`config.mk`:
```
export PLATFORM = sky130hd
export DESIGN_NAME = axis_serializer_flat
export DESIGN_NICKNAME = d
export VERILOG_FILES = /design/src/rtl/axis_serializer_pkg.sv /design/src/rtl/axis_if.sv /design/src/rtl/axis_serializer.sv /design/src/flat_wrapper.sv
export SDC_FILE = /design/constraint.sdc
export NUM_CORES = 1
export LEC_CHECK = 0
export BUFFER_PORTS_ARGS = -buffer_cell sky130_fd_sc_hd__buf_2
export CORE_ASPECT_RATIO = 0.7
export CORE_UTILIZATION = 52
export CTS_CLUSTER_SIZE = 16
export DETAILED_ROUTE_END_ITERATION = 7
export GPL_TIMING_DRIVEN = 1
export PLACE_DENSITY = 0.8
export SLEW_MARGIN = 30
export SYNTH_ARGS = -nofsm -noshare
export SYNTH_HDL_FRONTEND = slang
export SYNTH_SLANG_ARGS = --single-unit
```
`constraint.sdc`:
```
create_clock -name ACLK -period 2.1 [get_ports ACLK]
set_input_delay 0.21 -clock ACLK [delete_from_list [all_inputs] [get_ports ACLK]]
set_output_delay 0.21 -clock ACLK [all_outputs]
set_load 0.01 [all_outputs]
```
`src/rtl/axis_serializer_pkg.sv`:
```
// rtl/axis_serializer_pkg.sv - shared state enum and beat-count helper for axis_serializer
package axis_serializer_pkg;

  typedef enum logic {
    IDLE = 1'b0,
    SEND = 1'b1
  } state_t;

  // A requested count of 0, or anything above the configured maximum, means a full packet.
  function automatic int eff_beats(input int req, input int max_beats);
    if (req == 0 || req > max_beats) return max_beats;
    return req;
  endfunction

endpackage

```
`src/rtl/axis_if.sv`:
```
// rtl/axis_if.sv - stream interface carrying TVALID/TREADY/TDATA/TLAST
interface axis_if #(
  parameter int DW = 32
);
  logic          TVALID;
  logic          TREADY;
  logic [DW-1:0] TDATA;
  logic          TLAST;

  modport m (output TVALID, output TDATA, output TLAST, input TREADY);
  modport s (input TVALID, input TDATA, input TLAST, output TREADY);
endinterface

```
`src/rtl/axis_serializer.sv`:
```
// rtl/axis_serializer.sv - wide word to stream beat serializer; TLAST under AXIS_SERIALIZER_TLAST_EN
module axis_serializer
  import axis_serializer_pkg::*;
#(
  parameter int AXIS_DATA_WIDTH = 32,
  parameter int BEATS           = 4
) (
  input  logic                               ACLK,
  input  logic                               ARESETn,
  input  logic                               in_valid,
  output logic                               in_ready,
  input  logic [AXIS_DATA_WIDTH*BEATS-1:0]   in_data,
  input  logic [$clog2(BEATS+1)-1:0]         in_beats,
  axis_if.m                                  m_axis,
  output logic                               busy
);

  localparam int IW = $clog2(BEATS);

  state_t                                  r_state;
  logic [BEATS-1:0][AXIS_DATA_WIDTH-1:0]   r_word;
  logic [IW-1:0]                           r_idx;
  logic [IW-1:0]                           r_last;
  logic                                    r_rst_done;

  logic w_fire;
  logic w_final;
  logic w_load;

  assign w_fire  = (r_state == SEND) && m_axis.TREADY;
  assign w_final = (r_idx == r_last);
  // Accepting on the final-beat handshake keeps back-to-back packets free of bubbles.
  assign in_ready = r_rst_done && ((r_state == IDLE) || (w_fire && w_final));
  assign w_load   = in_valid && in_ready;

  always_ff @(posedge ACLK or negedge ARESETn) begin
    if (!ARESETn) begin
      r_state    <= IDLE;
      r_word     <= '0;
      r_idx      <= '0;
      r_last     <= '0;
      r_rst_done <= 1'b0;
    end else begin
      r_rst_done <= 1'b1;
      case (r_state)
        IDLE: begin
          if (w_load) begin
            r_word  <= in_data;
            r_idx   <= '0;
            r_last  <= IW'(eff_beats(int'(in_beats), BEATS) - 1);
            r_state <= SEND;
          end
        end
        SEND: begin
          if (w_fire) begin
            if (w_final) begin
              if (w_load) begin
                r_word  <= in_data;
                r_idx   <= '0;
                r_last  <= IW'(eff_beats(int'(in_beats), BEATS) - 1);
                r_state <= SEND;
              end else begin
                r_state <= IDLE;
              end
            end else begin
              r_idx <= r_idx + IW'(1);
            end
          end
        end
        default: r_state <= IDLE;
      endcase
    end
  end

  assign busy          = (r_state == SEND);
  assign m_axis.TVALID = busy;
  assign m_axis.TDATA  = r_word[r_idx];

`ifdef AXIS_SERIALIZER_TLAST_EN
  assign m_axis.TLAST = busy && w_final;
`else
  assign m_axis.TLAST = 1'b0;
`endif

endmodule

```
`src/flat_wrapper.sv`:
```
// flat-port wrapper written by rule: the top's interface ports become plain ports
module axis_serializer_flat import axis_serializer_pkg::*;
#(
  parameter int AXIS_DATA_WIDTH = 32,
  parameter int BEATS           = 4
)
  (ACLK, ARESETn, in_valid, in_ready, in_data, in_beats, busy, m_axis_TVALID, m_axis_TDATA, m_axis_TLAST, m_axis_TREADY);
  axis_if #(.DW((32))) m_axis_i ();
  input  logic ACLK;
  input  logic ARESETn;
  input  logic in_valid;
  output logic in_ready;
  input  logic [AXIS_DATA_WIDTH*BEATS-1:0] in_data;
  input  logic [$clog2(BEATS+1)-1:0] in_beats;
  output logic busy;
  output wire logic [$bits(m_axis_i.TVALID)-1:0] m_axis_TVALID;
  output wire logic [$bits(m_axis_i.TDATA)-1:0] m_axis_TDATA;
  output wire logic [$bits(m_axis_i.TLAST)-1:0] m_axis_TLAST;
  input wire logic [$bits(m_axis_i.TREADY)-1:0] m_axis_TREADY;
  assign m_axis_TVALID = m_axis_i.TVALID;
  assign m_axis_TDATA = m_axis_i.TDATA;
  assign m_axis_TLAST = m_axis_i.TLAST;
  assign m_axis_i.TREADY = m_axis_TREADY;
  axis_serializer #(.AXIS_DATA_WIDTH(AXIS_DATA_WIDTH), .BEATS(BEATS)) u_core (.ACLK(ACLK), .ARESETn(ARESETn), .in_valid(in_valid), .in_ready(in_ready), .in_data(in_data), .in_beats(in_beats), .m_axis(m_axis_i), .busy(busy));
endmodule
```
# After elaboration in Yosys (flattened, before gate mapping)
# Index checks and enable logic that the tools add are counted.
# W data, S select, Z words.
# op_classes
n_lt_le_gt_ge,2
reduce_logical,9
bitwise,1
add_sub_neg,3
n_eq_ne,5
muxes,33
# op_table
operator,count
$mux W128,3
$pmux W128 S2,1
$bmux W32 S2,1
$mux W32,1
$mux W2,15
$mux W1,9
$pmux W2 S2,2
$ne A2 B2 Y1 const B,3
$logic_and A1 B1 Y1,4
$reduce_and A4 Y1,1
$sub A2 B2 Y2 const B,2
$gt A3 B3 Y1 const B,1
$logic_not A3 Y1,1
$lt A2 B3 Y1 const B,1
$add A2 B1 Y2 const B,1
$eq A2 B2 Y1,1
$logic_or A1 B1 Y1,2
$ne A2 B1 Y1 const B,1
$pmux W1 S2,1
$reduce_and A2 Y1,1
$not A1 Y1,1
# word_totals
register_bits,134

# Logic depth before layout (Yosys ltp)
# Gate-level depths: netlist (run 1).
# logic_depth
word_depth,19
ltp_mapped,7
mapped_depth_nobuf,4

# Least setup slack after synthesis (run 1)
# OpenSTA, ideal clock, no wires.
# synth_path
path_kind,flip-flop to flip-flop
start,reg u_core.r_idx[1]
end,reg u_core.r_word[119] (netlist bit)
setup_slack_ns,0.334
path_stages_with_launch,8
required_time_ns,1.973
n_path_buf,3
setup_time_ns,0.127
arrival_time_ns,1.638
cell_sequence,dfrtp_1 buf_4 xnor2_2 nand3_1 a21oi_2 buf_6 buf_8 mux2_1
# synth_via
elab_chain_cells,9
word_cells_on_any_way,11
classes_between,eq/ne: 2; mux: 4; reduce/logical: 5
# synth_lines
item,line_no,rtl
from (decl),axis_serializer.sv:22,logic [IW-1:0] r_idx;
from (signal assigned),axis_serializer.sv:66,r_idx <= r_idx + IW'(1);
$eq A2 B2 Y1 *,axis_serializer.sv:31,assign w_final = (r_idx == r_last);
$logic_and A1 B1 Y1,axis_serializer.sv:33,assign in_ready = r_rst_done && ((r_state == IDLE) || (w_fire && w_final));
$logic_or A1 B1 Y1,axis_serializer.sv:33,
$logic_and A1 B1 Y1,axis_serializer.sv:33,
$logic_and A1 B1 Y1,axis_serializer.sv:34,assign w_load = in_valid && in_ready;
$mux W128 (3 in a row),-,
$pmux W128 S2,-,
to (signal assigned),axis_serializer.sv:48,r_word <= in_data;
to (signal assigned),axis_serializer.sv:58,r_word <= in_data;
to (decl),axis_serializer.sv:21,logic [BEATS-1:0][AXIS_DATA_WIDTH-1:0] r_word;
# Mark *: on every way between the ends. The rest lies on a longest branch, timed or not. The select of a mux whose other input is x is not followed.
# A chain may end at the register's enable or synchronous reset.

# Worst setup path in the final report (run 1)
# layout_path
start,reg u_core.r_idx[1]
end,out m_axis_TDATA[10]
# layout_via
elab_chain_cells,2
# layout_lines
item,line_no,rtl
$bmux W32 S2,axis_serializer.sv:77,assign m_axis.TDATA = r_word[r_idx];
$mux W32 (implied by the code),axis_serializer.sv:77,
to (decl),flat_wrapper.sv:17,output wire logic [$bits(m_axis_i.TDATA)-1:0] m_axis_TDATA;
# Every way passes these cells. The select of a mux whose other input is x is not followed.

==> impl_metrics.toml, run 1 <==
[outcome]
status = "finished, final reports clean"

[setup_path]
cp.arrival_ns = 1.82
regToRegSetupSlack_ns = 0.09
cpPeakStageDelay_ns = 0.56
crit_required_ns = 1.89
rr_endpoint = "u_core.r_word[23]$_DFFE_PN0P_"
crit_start = "u_core.r_idx[1]$_DFFE_PN0P_"
crit_type = "flop to output pin"
endpoint_kind = "output pin"
r2r_start = "u_core.r_idx[0]$_DFFE_PN0P_"
reg2reg_depth = 5
worst_path_max_delay_cell = "mux4_2"
path_cells = "buf_8 > mux4_2 > buf_2"
cp_max_fo = 35
crit_path_start_kind = "flop"

[clock_network]
cts-root-buf = "clkbuf_16"
cts_tree = "built"
postCtsSetupBuffers = 0
path_clk_slew_ns = 0.06
clockBufferDepth = 2
cts_buffers = 17
numClockSinks = 134
htreeDepth = 4
clkLatencyLatePin_ns = 0.41

[floorplanning]
ios = 171
die_x_um = 129.7
die_area_sq_um = 11850
rows = 32
die_h_um = 91.37
start_util_pct = 53.69
fp.coreArea_sq_um = 11050

[synth]
synth_top_family_by_area = "multiplexers"
synth-compound-area-share_pct = 0.8646
synthAdderAreaFrac_pct = 0
yosysTopAreaCell = "dfrtp_1"
synthCells = 349
yosysWarnings = 0
synth_seq_cells = 134
syn_nets = 484
syn_area_per_cell_sq_um = 17.00
synth_mux_area_share_pct = 36.78
synth.distinct_cells = 25
synth_area_sq_um = 5933
yosys.area_share.simple_pct = 1.139
yosysSeqAreaShare_pct = 56.52
synth_xor_area_share_pct = 0.5694
yosysTopAreaCellShare_pct = 56.52
synth_area_leaders = "dfrtp_1, mux2_1, mux4_2"

[timing]
timing.final.max_slew_violations = 0
clock_skew_ns = 0.01020
setup_viol = 0
fmax_mhz = 491.6
max-slew-margin-rel_pct = 62.46
rsz0062_at_grt = "true"
worst_slew_pin_slew_ns = 0.5631
post-route-min-period_ns = 2.034
timing.final.ws_setup_ns = 0.06591
fin_crit_sh_pct = 96.86
tns_ns = 0
hold_viol = 0

[placement]
dpl_cell_area_sq_um = 6875
place_ws_ns = 0.1408
dpl.hpwl_mm = 8.279
place.port_buffers = 169
gp_congestion = 0.7503

[run]
maxCapViolations = 0

[pwr]
ir_drop_v = 0.0008835
p_total_mw = 12.23
powerDensity_nw_per_um2 = 1590
power_leakage_nw = 3.510

[drt]
drt-pass1-iter-count = 4
drtIter0Drc = 101
drc = 0
vias = 3603
ant_nets = 0
viasPerCell = 5.155
routedWlPerCell_um = 17.25
drt-total-wl_mm = 12.06

[global_route]
antenna_found_initial = 3
grt_max_degree = 81
grt_pass1_vias = 3914
grt_pass1_wl_mm = 19.20
grt_usage_pct = 22.07
overflow = 0

[min_path]
holdPathStages = 2
min-delay-start = "in_data[118]"
hold_class = "input pin to flop"
hold_path_end = "u_core.r_word[118]$_DFFE_PN0P_"

[layout]
syn2layout_area_growth_pct = 29.61
nets = 668
layout-drive-gt1-share_pct = 50.37
final_cell_area_sq_um = 7690
utilization_pct = 69.59
num-fill-cells = 765
diodes = 0
## flip-flops by register name (all words and copies together), names as in the netlist
register           count
u_core.r_rst_done      1
u_core.busy            1
u_core.r_word        128
u_core.r_idx           2
u_core.r_last          2
## stage by stage
stage | hold WS [ns] | std cells
after global routing | 0.004513 | 699
after CTS | 0.0009600 | 699
final | 0.01488 | 699
after floorplan | -0.08559 | 349
after detailed placement | 0.2386 | 655
after global placement | 0.2254 | 655
## worst max-delay path: cells and delay by family (launching register included)
| family | cells | cell delay [ns] |
|---|---|---|
| mux | 1 | 0.56 |
| buf+inv | 2 | 0.47 |
| flops | 1 | 0.39 |
## cells in the final DEF (no fill, tap or decap), types with 4 or more instances in the layout
master | netlist | final
buf_2 | 7 | 162
buf_6 | 1 | 6
bufinv_16 | 0 | 4
clkbuf_16 | 0 | 18
clkinvlp_4 | 0 | 5
dfrtp_1 | 134 | 132
dlygate4sd3_1 | 0 | 12
mux2_1 | 98 | 98
mux2_2 | 30 | 30
mux4_2 | 32 | 32
nand2_1 | 9 | 9
## routing by layer
metal	track usage, %	vias to the layer above	part of all wire [%]
met3	8.368	13	8.4
met5	0	-	0
met4	7.558	0	1.1
met2	37.03	125	49
li1	-	1654	-
met1	25.93	1811	41
## timing repair
item | in CTS | in global routing
hold buffers | 12 | 0
gates resized for setup | 2 | 8
hold endpoints to repair | 49 | 0
setup endpoints to repair | 1 | 6
## logic make-up (layout without fill, tap and decap cells)
kind of cell / Yosys count / in the layout
mux: 162 / 162
flops: 134 / 134
buf+inv: 26 / 223
simple gates: 15 / 15
compound gates: 7 / 7
xor+xnor: 3 / 3
other cells: 2 / 2
## report_power, final
part           switching [mW]  internal, mW
Clock                    1.12          2.03
Combinational            1.87          2.65
Sequential              0.668          3.89
## cell type report
class	count	area (sq um)	share of cell area, %
flip-flops and latches	134	3356	43.64
multi-input cells	189	2350	30.56
repair buffers	189	1149	14.94
clock buffers	18	439.2	5.711
clock inverters	14	197.7	2.571
well taps	153	191.4	2.489
inverters	2	7.507	0.09762
## Yosys cell counts
cell	n
nor2b_1	1
buf_6	1
nor2_1	2
and3b_1	1
mux2i_1	2
buf_2	7
dfrtp_1	134
nand3_1	1
xnor2_1	2
xnor2_2	1
a21oi_1	3
clkbuf_1	3
a211o_1	1
mux2_1	98
and2_1	1
mux2_2	30
buf_8	10
inv_1	2
mux4_2	32
nand2_1	9
buf_4	3
a32o_1	1
a21oi_2	1
conb_1	2
o22a_1	1
## how the worst max path moves through the flow
stage                                                 to  slack (ns)  depth (start not counted)
after floorplan           u_core.r_word[119]$_DFFE_PN0P_        0.33                          7
after global placement     u_core.r_word[63]$_DFFE_PN0P_        0.16                          5
after detailed placement   u_core.r_word[23]$_DFFE_PN0P_        0.14                          5
after CTS                               m_axis_TDATA[11]        0.03                          3
after global routing                     m_axis_TDATA[4]      -0.005                          3
final                                   m_axis_TDATA[10]        0.07                          3
Note: power is estimated with default switching activity, not from simulation.
==> run 2, diff against run 1 <==
--- a/config.mk
+++ b/config.mk
@@ -5,6 +5,7 @@
 export SDC_FILE = /design/constraint.sdc
 export NUM_CORES = 1
 export LEC_CHECK = 0
+export ABC_AREA = 1
 export BUFFER_PORTS_ARGS = -buffer_cell sky130_fd_sc_hd__buf_2
 export CORE_ASPECT_RATIO = 0.7
 export CORE_UTILIZATION = 52
==> run 2 against run 1 <==
Synthesized cell count is 120% higher. Critical endpoint is now m_axis_TDATA[17]. Critical path depth grew 2. Register-to-register slack improved by 0.28 ns. Wire length grew 42%. Sequential share of layout area decreased by 3.1 points. Utilization rose by 4.5 points. First-iteration DRC count increased to 5.3 times the previous value. Fmax grew 1.7%.
==> impl_metrics.toml, run 2 <==
[global_route]
grt_pass1_vias = 5766
grt-busiest-layer = "met2"
use_met1_pct = 41.93
grt_max_degree = 131
grt_usage_pct = 30.21
grt_use_met2_pct = 46.69
overflow = 0
grt_pass1_wl_mm = 27.75
grt_use_met3_pct = 6.884
antenna_found_initial = 0

[synth]
yosysWarnings = 0
yosysTopAreaCell = "dfrtp_1"
synth_ff_type = "dfrtp_1"
synthAdderAreaFrac_pct = 0
synth_area_sq_um = 6040
syn_area_per_cell_sq_um = 7.854
async_flop_share_pct = 100.0
synth_edf_count = 0
synth_area_leaders = "dfrtp_1, nand2_1, o21ai_0"
syn_nets = 904
synth_top_family_by_area = "simple AND/OR/NAND/NOR gates"
synth_mux_area_share_pct = 0
synth_seq_cells = 134
synth_xor_area_share_pct = 0.2900
yosysSeqAreaShare_pct = 55.52
synth-compound-area-share_pct = 9.219
synthTopCellsByCount = "nand2_1, dfrtp_1, o21ai_0"
synth.distinct_cells = 21
synthCells = 769
synth.most_common_cell = "nand2_1"
yosysTopAreaCellShare_pct = 55.52
yosys.area_share.simple_pct = 29.27

[drt]
drt-total-wl_mm = 17.17
ant_nets = 0
drt-pass1-iter-count = 5
drtIter0Drc = 534
vias = 5938
drc = 0
viasPerCell = 5.159
routedWlPerCell_um = 14.92

[timing]
rsz0062_at_grt = "false"
clock_skew_ns = 0.009550
timing.final.max_slew_violations = 0
fmax_mhz = 500.1
tns_ns = 0
max-slew-margin-rel_pct = 61.12
worst_slew_pin_slew_ns = 0.5833
whs_ns = 0.009746
setup_viol = 0
post-route-min-period_ns = 2.000
fin_crit_sh_pct = 95.23
hold_viol = 0

[floorplanning]
die_area_sq_um = 12060
ios = 171
fp.coreArea_sq_um = 11170
die_h_um = 92.17
die_x_um = 130.8
rows = 32
start_util_pct = 54.07

[layout]
num-fill-cells = 793
mostFrequentLayoutCell = "nand2_1"
largest_register_ffs = 128
final_cell_mix = "nand2_1, buf_2, dfrtp_1, dlygate4sd3_1, o21ai_0"
diodes = 0
nets = 1121
layout-drive-gt1-share_pct = 21.64
largest_registers = "u_core.r_word x128, u_core.r_idx x2, u_core.r_last x2"
regMostFlops = "u_core.r_word"
syn2layout_area_growth_pct = 36.96

[clock_network]
path_clk_slew_ns = 0.06
postCtsSetupBuffers = 0
clkLatencyLatePin_ns = 0.41
clockBufferDepth = 2
cts_buffers = 17
cts-root-buf = "clkbuf_16"
numClockSinks = 134
htreeDepth = 4
cts_tree = "built"

[setup_path]
endpoint_kind = "output pin"
crit_family = "buffers and inverters"
path_cells = "inv_2 > buf_12 > o21ai_0 > o22ai_1 > buf_2"
worst_path_max_delay_cell = "dfrtp_2"
crit_buf_inv = 3
regToRegSetupSlack_ns = 0.37
cpPeakStageDelay_ns = 0.43
crit_path_start_kind = "flop"
cp.arrival_ns = 1.79
crit_required_ns = 1.89
crit_type = "flop to output pin"
cp_max_fo = 65

[min_path]
hold_class = "input pin to flop"

[placement]
dpl.hpwl_mm = 9.594
place.port_buffers = 169
gp_congestion = 0.8149

[pwr]
ir_drop_v = 0.0007796
power_leakage_nw = 4.476
powerDensity_nw_per_um2 = 1499

[run]
maxCapViolations = 0

[outcome]
status = "finished, final reports clean"
## run 2: per-layer routing
layer	vias up	part of all wire (%)
li1	2847	-
met1	2752	44
met2	303	47
met3	36	7.4
met4	0	2.0
met5	-	0
## run 2: final timing paths
check	startpoint	to	cells past startpoint
setup reg to reg	u_core.r_idx[0]$_DFFE_PN0P_	u_core.r_word[63]$_DFFE_PN0P_	10
setup / recovery	u_core.r_idx[0]$_DFFE_PN0P_	m_axis_TDATA[17]	5
hold reg to reg	u_core.r_word[88]$_DFFE_PN0P_	u_core.r_word[88]$_DFFE_PN0P_	2
hold / removal	in_data[52]	u_core.r_word[52]$_DFFE_PN0P_	3
max in group asynchronous	ARESETn	u_core.r_word[10]$_DFFE_PN0P_	3
min in group asynchronous	ARESETn	u_core.r_last[1]$_DFFE_PN0P_	3
## run 2: cells by family after synthesis
group	Yosys count
buffers and inverters	60
XOR/XNOR	2
AO/OA/AOI/OAI	103
AND/OR/NAND/NOR	468
other	2
flip-flops	134
## run 2: through the flow
stage	power, mW	utilization, %	cells	area, sq um	worst slack, ns
global route	13.28	74.05	1151	8272	0.008721
CTS	12.31	73.80	1149	8244	0.07024
finish	12.40	74.05	1151	8272	0.1002
global placement	8.989	62.29	1050	6958	0.4706
detailed placement	9.129	62.29	1050	6958	0.4202
floorplan	7.493	-	769	6040	0.5841
## run 2: area by class of cell
cell class	instances	area [sq um]	share of cell area, %
clock inverters	12	152.6	1.845
clock buffers	19	452.9	5.476
repair buffers	249	1723	20.83
flip-flops and latches	134	3354	40.55
multi-input cells	575	2359	28.51
well taps	153	191.4	2.314
inverters	9	38.79	0.4689
## run 2: what timing repair did
item,CTS,global route
hold buffers,68,2
endpoints found under the hold margin,201,2
gates resized for setup,0,2
setup endpoints to repair,0,7
## run 2: worst register-to-register path, cell delays in order (launching register included)
cell     delay, ns
dfrtp_2       0.43
inv_2         0.09
nand2_1       0.07
nand2_1       0.06
nand2_1       0.09
nand2_2       0.11
nand4_4       0.11
inv_4         0.22
buf_4         0.30
nand2_1       0.12
nand2_1       0.07
## run 2: where the power goes
part	total [mW]	switching, mW	leakage, nW	internal, mW
logic	4.94	3.03	2.50	1.91
clock network	3.02	1.10	0.299	1.92
registers	4.43	0.668	1.67	3.76
